File: config.mk
export PLATFORM = sky130hd
export DESIGN_NAME = keypad_encoder
export DESIGN_NICKNAME = d
export VERILOG_FILES = /design/src/rtl/keypad_encoder.sv
export SDC_FILE = /design/constraint.sdc
export NUM_CORES = 1
export LEC_CHECK = 0
export BUFFER_PORTS_ARGS = -buffer_cell sky130_fd_sc_hd__buf_2
export CAP_MARGIN = 0
export CORE_MARGIN = 1.5
export CORE_UTILIZATION = 50
export CTS_CLUSTER_DIAMETER = 100
export DETAILED_ROUTE_END_ITERATION = 8
export HOLD_SLACK_MARGIN = 0.03
export PLACE_DENSITY = 0.7
export SLEW_MARGIN = 20
export SYNTH_ARGS = -nofsm -noshare
export SYNTH_HDL_FRONTEND = slang
export SYNTH_SLANG_ARGS = --single-unit
File: constraint.sdc
create_clock -name clock -period 2.8 [get_ports clock]
set_input_delay 0.14 -clock clock [delete_from_list [all_inputs] [get_ports clock]]
set_output_delay 0.14 -clock clock [all_outputs]
set_load 0.02 [all_outputs]
File: src/rtl/keypad_encoder.sv
`default_nettype none
// ============================================================================
//  Module      : keypad_encoder
//  Description : Digit-entry front end for the microwave time-input path.
//                Synchronises ten raw one-hot digit keys, debounces presses
//                and releases, encodes the accepted key to BCD and issues a
//                fixed-length valid strobe plus a one-cycle new_key pulse.
//                One press yields exactly one event; the key must be
//                released (debounced) before the next press is accepted.
//  Revision    : 1.0 - initial release
// ============================================================================
module keypad_encoder #(
  parameter int DEBOUNCE = 4,   // identical samples needed for press/release (2..15)
  parameter int HOLD     = 3    // cycles valid stays high per press (1..15)
) (
  input  logic       clock,
  input  logic       clear_n,
  input  logic       enable,
  input  logic [9:0] keys,
  output logic [3:0] code,
  output logic       valid,
  output logic       new_key,
  output logic       error
);

  // --------------------------------------------------------------------------
  // Constants
  // --------------------------------------------------------------------------
  localparam logic [1:0] c_st_idle         = 2'd0;
  localparam logic [1:0] c_st_debounce     = 2'd1;
  localparam logic [1:0] c_st_strobe       = 2'd2;
  localparam logic [1:0] c_st_wait_release = 2'd3;

  // Counter limits narrowed to the 4-bit counter width; the legal parameter
  // ranges keep both at or below 15, so the counter never wraps.
  localparam logic [3:0] c_debounce_cnt = 4'(DEBOUNCE);
  localparam logic [3:0] c_hold_cnt     = 4'(HOLD);

  // --------------------------------------------------------------------------
  // State
  // --------------------------------------------------------------------------
  logic [9:0] sync1_q,   sync1_d;     // first synchroniser stage
  logic [9:0] ks_q,      ks_d;        // second stage: the only key view used
  logic [9:0] latched_q, latched_d;   // key vector captured when a press starts
  logic [1:0] state_q,   state_d;
  logic [3:0] cnt_q,     cnt_d;       // shared debounce / hold / release counter
  logic [3:0] code_q,    code_d;
  logic       valid_q,   valid_d;
  logic       new_key_q, new_key_d;
  logic       error_q,   error_d;

  // Classification of the synchronised key vector.
  logic       ks_any;
  logic       ks_multi;
  logic       ks_onehot;
  logic       ks_same;
  logic [3:0] cnt_inc;

  // Index of the highest set bit; only ever applied to a one-hot vector.
  function automatic logic [3:0] f_encode(input logic [9:0] v);
    logic [3:0] idx;
    idx = 4'd0;
    for (int i = 0; i < 10; i++) begin
      if (v[i]) begin
        idx = 4'(i);
      end
    end
    return idx;
  endfunction

  // Classify ks: clearing the lowest set bit leaves a nonzero value only
  // when two or more keys are down.
  always_comb begin
    ks_any    = (ks_q != 10'd0);
    ks_multi  = ((ks_q & (ks_q - 10'd1)) != 10'd0);
    ks_onehot = ks_any && !ks_multi;
    ks_same   = (ks_q == latched_q);
    cnt_inc   = cnt_q + 4'd1;
  end

  // Two-flop synchroniser for the asynchronous key inputs.
  always_comb begin
    sync1_d = keys;
    ks_d    = sync1_q;
  end

  // Press/strobe/release sequencing; every output is computed here and
  // registered below.
  always_comb begin
    state_d   = state_q;
    latched_d = latched_q;
    cnt_d     = cnt_q;
    code_d    = code_q;      // code holds until the next accepted press
    valid_d   = valid_q;
    new_key_d = 1'b0;        // new_key is a single-cycle pulse
    error_d   = 1'b0;

    case (state_q)
      c_st_idle: begin
        // Multiple keys are reported regardless of enable.
        error_d = ks_multi;
        if (enable && ks_onehot) begin
          latched_d = ks_q;
          cnt_d     = 4'd1;
          state_d   = c_st_debounce;
        end
      end

      c_st_debounce: begin
        error_d = ks_multi;
        if (enable && ks_same) begin
          if (cnt_inc == c_debounce_cnt) begin
            // Press accepted: the first strobe cycle counts as hold cycle 1.
            state_d   = c_st_strobe;
            code_d    = f_encode(latched_q);
            valid_d   = 1'b1;
            new_key_d = 1'b1;
            cnt_d     = 4'd1;
          end else begin
            cnt_d = cnt_inc;
          end
        end else begin
          // Bounce, key change or enable drop abandons the press silently.
          state_d = c_st_idle;
          cnt_d   = 4'd0;
        end
      end

      c_st_strobe: begin
        // The strobe runs to completion whatever keys and enable do.
        if (cnt_q == c_hold_cnt) begin
          valid_d = 1'b0;
          cnt_d   = 4'd0;
          state_d = c_st_wait_release;
        end else begin
          cnt_d = cnt_inc;
        end
      end

      c_st_wait_release: begin
        // Any activity restarts the quiet-period count, so a held key never
        // produces a second event.
        if (!ks_any) begin
          if (cnt_inc == c_debounce_cnt) begin
            cnt_d   = 4'd0;
            state_d = c_st_idle;
          end else begin
            cnt_d = cnt_inc;
          end
        end else begin
          cnt_d = 4'd0;
        end
      end

      default: begin
        state_d = c_st_idle;
        cnt_d   = 4'd0;
        valid_d = 1'b0;
      end
    endcase
  end

  // State and output registers, cleared asynchronously by clear_n.
  always_ff @(posedge clock or negedge clear_n) begin
    if (!clear_n) begin
      sync1_q   <= 10'd0;
      ks_q      <= 10'd0;
      latched_q <= 10'd0;
      state_q   <= c_st_idle;
      cnt_q     <= 4'd0;
      code_q    <= 4'd0;
      valid_q   <= 1'b0;
      new_key_q <= 1'b0;
      error_q   <= 1'b0;
    end else begin
      sync1_q   <= sync1_d;
      ks_q      <= ks_d;
      latched_q <= latched_d;
      state_q   <= state_d;
      cnt_q     <= cnt_d;
      code_q    <= code_d;
      valid_q   <= valid_d;
      new_key_q <= new_key_d;
      error_q   <= error_d;
    end
  end

  assign code    = code_q;
  assign valid   = valid_q;
  assign new_key = new_key_q;
  assign error   = error_q;

endmodule
`default_nettype wire

==> results.ini, run 1 <==
[synth]
synth-warning-count = 0
synth_cell_types = 42
synth_nets = 156
post_synth_inst_count = 142
post-synth-top-area-cell = sky130_fd_sc_hd__dfrtp_1
largest_family_of_logic_cells_by_synthesized_area = simple AND/OR/NAND/NOR gates
compound_cell_area_share_of_the_yosys_netlist_pct = 10.50
summed_instance_area_of_the_synthesized_netlist_mm2 = 0.001823
yosys_register_bits = 43
yosys.area_share.simple_pct = 13.66
ys_async_sr_fraction_pct = 100.0
synth_xor_xnor_area_share_pct = 5.285
share_of_cell_area_taken_by_muxes_after_synthesis_pct = 8.648
area_share_of_fa_ha_maj_cells_after_synthesis_pct = 1.235
netlist.area_leader.share_pct = 59.03
synth_most_common_cell = sky130_fd_sc_hd__dfrtp_1
number_of_enable_flip_flop_cells_after_synthesis = 0
syn_area_per_cell_um2 = 12.84
ys_top_cells_by_count = sky130_fd_sc_hd__dfrtp_1 (43), sky130_fd_sc_hd__nand2_1 (10), sky130_fd_sc_hd__xnor2_1 (10)
synth.yosys.seq_area_share_pct = 59.03
synth-main-ff-cell = sky130_fd_sc_hd__dfrtp_1
synth.top_cells.by_area = sky130_fd_sc_hd__dfrtp_1 (59%), sky130_fd_sc_hd__mux2_4 (7.4%), sky130_fd_sc_hd__xnor2_1 (4.8%)

[drt]
antenna_left = 0
drt-vias-per-instance = 5.369
detailedRoute.firstIterationViolations = 51
route.final.wire_length_um = 3077
wire_per_inst_um = 13.68
dr_total_vias = 1208
detail_route.first_pass.iterations = 4
remaining_drc_errors = 0

[floorplan]
die_footprint_mm2 = 0.004017
fp.dieW_um = 63.38
std_cell_rows = 21
initial_utilization_pct = 53.37
core_area_mm2 = 0.003416
die-height_um = 63.38
i_o_pin_total = 20

[clocking]
cts_root_buf = sky130_fd_sc_hd__clkbuf_4
tritoncts = yes
clock_latency_at_the_later_pin_of_the_worst_skew_pair_ns = 0.36
cts_max_level = 2
tritoncts_num_sinks = 43
clock_tree.buffer_depth = 2
cts_post_setup_buffers_inserted = 0
cts_made_buffers = 5
cts-resized-gates = 0
clkSlewWorstSetupHoldPaths_ns = 0.13

[worst_setup_path]
regToRegSetupSlack_ns = 0.35
critical_path.max_fanout = 11
worstPathRequired_ns = 3.05
timing.critical_path.slowest_cell_delay_ns = 0.57
timing.critical_path.buf_inv = 1
worst_r2r_endpoint = latched_q[9]$_DFFE_PN0P_
cpLargestDelayFamily = simple AND/OR/NAND/NOR gates
worstSetupStartpointType = register
cpMaxStageDelayCell = sky130_fd_sc_hd__or4_4
crit_path_end_kind = register
crit_chain = or4_4 -> o31ai_1 -> nand2_1 -> a21oi_2 -> nor4b_4 -> buf_4 -> mux2_2
critical_path_arrival_ns = 2.69
critical_path_class = reg -> reg
cp-startpoint = ks_q[0]$_DFF_PN0_
r2r_start = ks_q[0]$_DFF_PN0_
worst_reg_to_reg_cells = 7

[cells_and_area]
filler_cell_count = 285
area_growth_syn_to_layout_pct = 17.30
final_net_count = 192
layoutNonFillerInstCount = 225
post_route_cells_drive_above_1_share_pct = 24.58
antenna_cells_inserted = 0
finish.utilization_pct = 62.60
fin_area_mm2 = 0.002138

[pwr]
finalPower_mw = 1.012
seq_power_share_pct = 64.1
clockPowerShare_pct = 31.2
power_per_cell_area_mw_per_mm2 = 473.3
power_switching_share_pct = 24.23
p_int_uw = 766.7
combinationalPowerShare_pct = 4.8
ir_drop_v = 0.0004262
leakage_nw = 0.9748
switch_pwr_uw = 245.3

[sta]
slew_violations = 0
finalSetupViolCount = 0
worst-slew-pin-transition_ns = 0.8998
clock_skew_ns = 0.01219
layout_min_cycle_time_ns = 2.445
finalWorstSetupSlack_ns = 0.3549
max_clock_freq_ghz = 0.4090
finalHoldViolCount = 0
grt_setup_unrepaired = false
min_period_over_period_pct = 87.33
timing.setup.tns_ns = 0
max_slew_margin_pct = 40.01
hold_slack_ns = 0.1888

[global_route]
first_global_vias = 1191
antenna_found_initial = 0
track_usage_pct = 18.12
grt_first_pass_wirelength_um = 5333
globalRoute.totalOverflow = 0
grt_max_degree = 44

[worst_hold_path]
min_to = state_q[0]$_DFFE_PN0P_
worst_hold_check_path_type = in -> reg
min-delay-start = enable
holdPathStages = 3

[placement]
detailedPlace.worstSlack_ns = 0.3849
portBuffers = 19
place.detailed.instances = 206
dp_hpwl_um = 2177
placed_cell_area_mm2 = 0.001964
globalplace.congestion = 0.8327

[status]
outcome = finished clean

[run]
max_cap_check_violation_count = 0

-- worst max path at each step --
stage / to / cells after the start
floorplan: latched_q[0]$_DFFE_PN0P_ / 7
finish: latched_q[9]$_DFFE_PN0P_ / 7
detailed placement: latched_q[9]$_DFFE_PN0P_ / 7
global placement: latched_q[9]$_DFFE_PN0P_ / 7
global route: latched_q[9]$_DFFE_PN0P_ / 7
CTS: latched_q[9]$_DFFE_PN0P_ / 7
-- timing repair --
| item | 4_1_cts | 5_1_grt |
|---|---|---|
| hold buffers | 11 | 0 |
| setup endpoints to repair | 0 | 0 |
| endpoints found under the hold margin | 53 | 0 |
-- flip-flops by register name, indices dropped and copies added, names as in the netlist, named ones only --
signal     cells
cnt_q          4
code           4
error          1
ks_d          10
ks_q          10
latched_q     10
new_key        1
state_q        1
valid          1
-- worst register-to-register path, cell delays in order, from the launching register on --
cell	delay (ns)
sky130_fd_sc_hd__dfrtp_1	0.45
sky130_fd_sc_hd__or4_4	0.57
sky130_fd_sc_hd__o31ai_1	0.20
sky130_fd_sc_hd__nand2_1	0.09
sky130_fd_sc_hd__a21oi_2	0.19
sky130_fd_sc_hd__nor4b_4	0.21
sky130_fd_sc_hd__buf_4	0.26
sky130_fd_sc_hd__mux2_2	0.36
-- per-layer routing --
layer	routed length, um	global-route usage, %	vias to the layer above
met3	123	5.893	5
met1	1370	21.46	586
li1	-	-	586
met5	0	0	-
met2	1528	30.00	31
met4	55	8.152	0
-- area by class of cell --
cell class | count | area, um2 | area share, %
flip-flops and latches | 43 | 1076 | 50.32
multi-input cells | 94 | 716.9 | 33.53
repair buffers | 31 | 212.7 | 9.947
well taps | 46 | 57.56 | 2.692
clock buffers | 5 | 37.54 | 1.755
clock inverters | 3 | 26.28 | 1.229
inverters | 3 | 11.26 | 0.5266
-- power by group through the flow --
stage	clock, mW	combinational [mW]	sequential, mW
floorplan	0	0.0152	0.657
global placement	0	0.0360	0.660
detailed placement	0	0.0374	0.661
CTS	0.326	0.0490	0.649
global route	0.362	0.0545	0.651
finish	0.316	0.0481	0.648
-- layout by cell type (no fill, tap or decap), types with 3 or more instances in the layout --
| cell | instances |
|---|---|
| sky130_fd_sc_hd__a21oi_1 | 6 |
| sky130_fd_sc_hd__buf_2 | 19 |
| sky130_fd_sc_hd__clkbuf_4 | 5 |
| sky130_fd_sc_hd__dfrtp_1 | 43 |
| sky130_fd_sc_hd__dlygate4sd3_1 | 11 |
| sky130_fd_sc_hd__inv_1 | 3 |
| sky130_fd_sc_hd__mux2_4 | 9 |
| sky130_fd_sc_hd__nand2_1 | 10 |
| sky130_fd_sc_hd__nor2_1 | 9 |
| sky130_fd_sc_hd__nor3_1 | 5 |
| sky130_fd_sc_hd__o21ai_0 | 7 |
| sky130_fd_sc_hd__o31ai_1 | 3 |
| sky130_fd_sc_hd__xnor2_1 | 10 |
-- logic make-up (layout without fill, tap and decap cells) --
logic type                 after synthesis  count (layout)
muxes                                   11              11
buffers and inverters                    5              42
and+or+nand+nor                         42              42
DFF                                     43              43
AOI/OAI and AO/OA                       28              28
xor gates and xnor gates                11              11
adders and majority gates                2               2
Power figures use the tool's default switching activity.
==> inputs of run 2 (changes only) <==
BUFFER_PORTS_ARGS = unset   (was -buffer_cell sky130_fd_sc_hd__buf_2)
DONT_BUFFER_PORTS = 1   (was unset)
MAX_ROUTING_LAYER = met4   (was unset)
PLACE_DENSITY = unset   (was 0.7)
==> results.ini, run 2 (synthesis gave the netlist of run 1 again) <==
[worst_setup_path]
worst_reg_to_reg_cells = 7
r2r_start = ks_q[0]$_DFF_PN0_
regToRegSetupSlack_ns = 0.42
crit_path_end_kind = register
critical_path.max_fanout = 11
worst_r2r_endpoint = latched_q[9]$_DFFE_PN0P_
critical_path_class = reg -> reg
worstSetupStartpointType = register
worstPathRequired_ns = 3.06
critical_path_arrival_ns = 2.64

[sta]
finalHoldViolCount = 0
clock_skew_ns = 0.01313
min_period_over_period_pct = 84.91
grt_setup_unrepaired = false
finalSetupViolCount = 0
max_slew_margin_pct = 55.67
slew_violations = 0
layout_min_cycle_time_ns = 2.378
finalWorstSetupSlack_ns = 0.4224
timing.setup.tns_ns = 0
hold_slack_ns = 0.09462
worst-slew-pin-transition_ns = 0.6604
max_clock_freq_ghz = 0.4206

[clocking]
clock_latency_at_the_later_pin_of_the_worst_skew_pair_ns = 0.36
clkSlewWorstSetupHoldPaths_ns = 0.13
cts_made_buffers = 5
tritoncts_num_sinks = 43
cts_root_buf = sky130_fd_sc_hd__clkbuf_4
tritoncts = yes
cts_max_level = 2
clock_tree.buffer_depth = 2
cts-resized-gates = 0

[global_route]
antenna_found_initial = 0
track_usage_pct = 18.26
first_global_vias = 1188
globalRoute.totalOverflow = 0
grt_max_degree = 44
grt_first_pass_wirelength_um = 5382

[status]
outcome = finished clean

[placement]
dp_hpwl_um = 2237
portBuffers = 0
place.detailed.instances = 187
detailedPlace.worstSlack_ns = 0.4182
globalplace.congestion = 0.7941
placed_cell_area_mm2 = 0.001869

[drt]
dr_total_vias = 1142
detail_route.first_pass.iterations = 4
remaining_drc_errors = 0
route.final.wire_length_um = 3170
antenna_left = 0
detailedRoute.firstIterationViolations = 54
drt-vias-per-instance = 5.517
wire_per_inst_um = 15.31

[floorplan]
core_area_mm2 = 0.003416
fp.dieW_um = 63.38
die_footprint_mm2 = 0.004017
i_o_pin_total = 20
initial_utilization_pct = 53.37
std_cell_rows = 21
die-height_um = 63.38

[cells_and_area]
most-common-layout-cells = sky130_fd_sc_hd__dfrtp_1 (43), sky130_fd_sc_hd__dlygate4sd3_1 (11), sky130_fd_sc_hd__xnor2_1 (10), sky130_fd_sc_hd__nand2_1 (10)
mostFrequentLayoutCell = sky130_fd_sc_hd__dfrtp_1
area_growth_syn_to_layout_pct = 13.38
filler_cell_count = 291
final_net_count = 174
fin_area_mm2 = 0.002067
antenna_cells_inserted = 0
post_route_cells_drive_above_1_share_pct = 16.15
layoutNonFillerInstCount = 207

[run]
max_cap_check_violation_count = 0

[worst_hold_path]
holdPathStages = 2
min_to = state_q[0]$_DFFE_PN0P_
min-delay-start = enable
worst_hold_check_path_type = in -> reg

[pwr]
ir_drop_v = 0.0003590
power_per_cell_area_mw_per_mm2 = 491.4
leakage_nw = 0.8960

run 2: changes by cell type in the layout (fill, tap and decap cells not counted), sizes merged:
cell / previous run / this run
inv: 5 / 3
buf: 20 / 2
clkinvlp: 0 / 1
clkbuf: 5 / 6
run 2: per-stage QoR:
| stage | power (mW) | util [%] |
|---|---|---|
| after floorplan | 0.6723 | - |
| after global placement | 0.6767 | 54.73 |
| after detailed placement | 0.6779 | 54.73 |
| after CTS | 1.028 | 60.51 |
| after global routing | 1.062 | 60.51 |
| final | 1.016 | 60.51 |
run 2: worst max path at each step:
stage	from	end	slack (ns)	cells past startpoint
after detailed placement	ks_q[0]$_DFF_PN0_	latched_q[9]$_DFFE_PN0P_	0.42	7
final	ks_q[0]$_DFF_PN0_	latched_q[9]$_DFFE_PN0P_	0.42	7
after global routing	ks_q[0]$_DFF_PN0_	latched_q[9]$_DFFE_PN0P_	0.28	7
after CTS	ks_q[0]$_DFF_PN0_	latched_q[9]$_DFFE_PN0P_	0.40	7
after global placement	ks_q[0]$_DFF_PN0_	latched_q[9]$_DFFE_PN0P_	0.45	7
after floorplan	ks_q[0]$_DFF_PN0_	latched_q[0]$_DFFE_PN0P_	0.57	7
run 2: cell type report:
class	count	area (um2)	area share [%]
multi-input combinational	94	716.9	34.69
clock inverter	2	16.27	0.7869
clock buffer	6	51.30	2.482
inverter	3	11.26	0.5448
sequential	43	1076	52.06
timing repair buffer	13	137.6	6.659
tap	46	57.56	2.785
run 2: metal layers:
layer	routed length (um)	global-route usage, %	share of wire (%)	up-vias
met2	1586	30.13	50	24
met1	1407	21.51	44	567
met4	35	5.707	1.1	0
met3	141	5.536	4.4	4
met5	0	-	0	-
li1	-	-	-	547
run 2: what timing repair did:
item	CTS	global route
hold buffers	12	0
setup buffers	0	0
endpoints found under the setup margin	0	0
hold endpoints to repair	53	0
run 2: worst max-delay path: stages (launching register included):
cell	delay, ns
sky130_fd_sc_hd__dfrtp_1	0.44
sky130_fd_sc_hd__or4_4	0.57
sky130_fd_sc_hd__o31ai_1	0.21
sky130_fd_sc_hd__nand2_1	0.09
sky130_fd_sc_hd__a21oi_2	0.17
sky130_fd_sc_hd__nor4b_4	0.20
sky130_fd_sc_hd__buf_4	0.25
sky130_fd_sc_hd__mux2_2	0.35
run 2: power by group:
group	switching, mW	total [mW]	leakage, nW	internal (mW)
logic	0.0207	0.0435	0.317	0.0228
registers	0.0132	0.648	0.544	0.635
clock network	0.200	0.324	0.0345	0.124
total	0.234	1.02	0.896	0.782
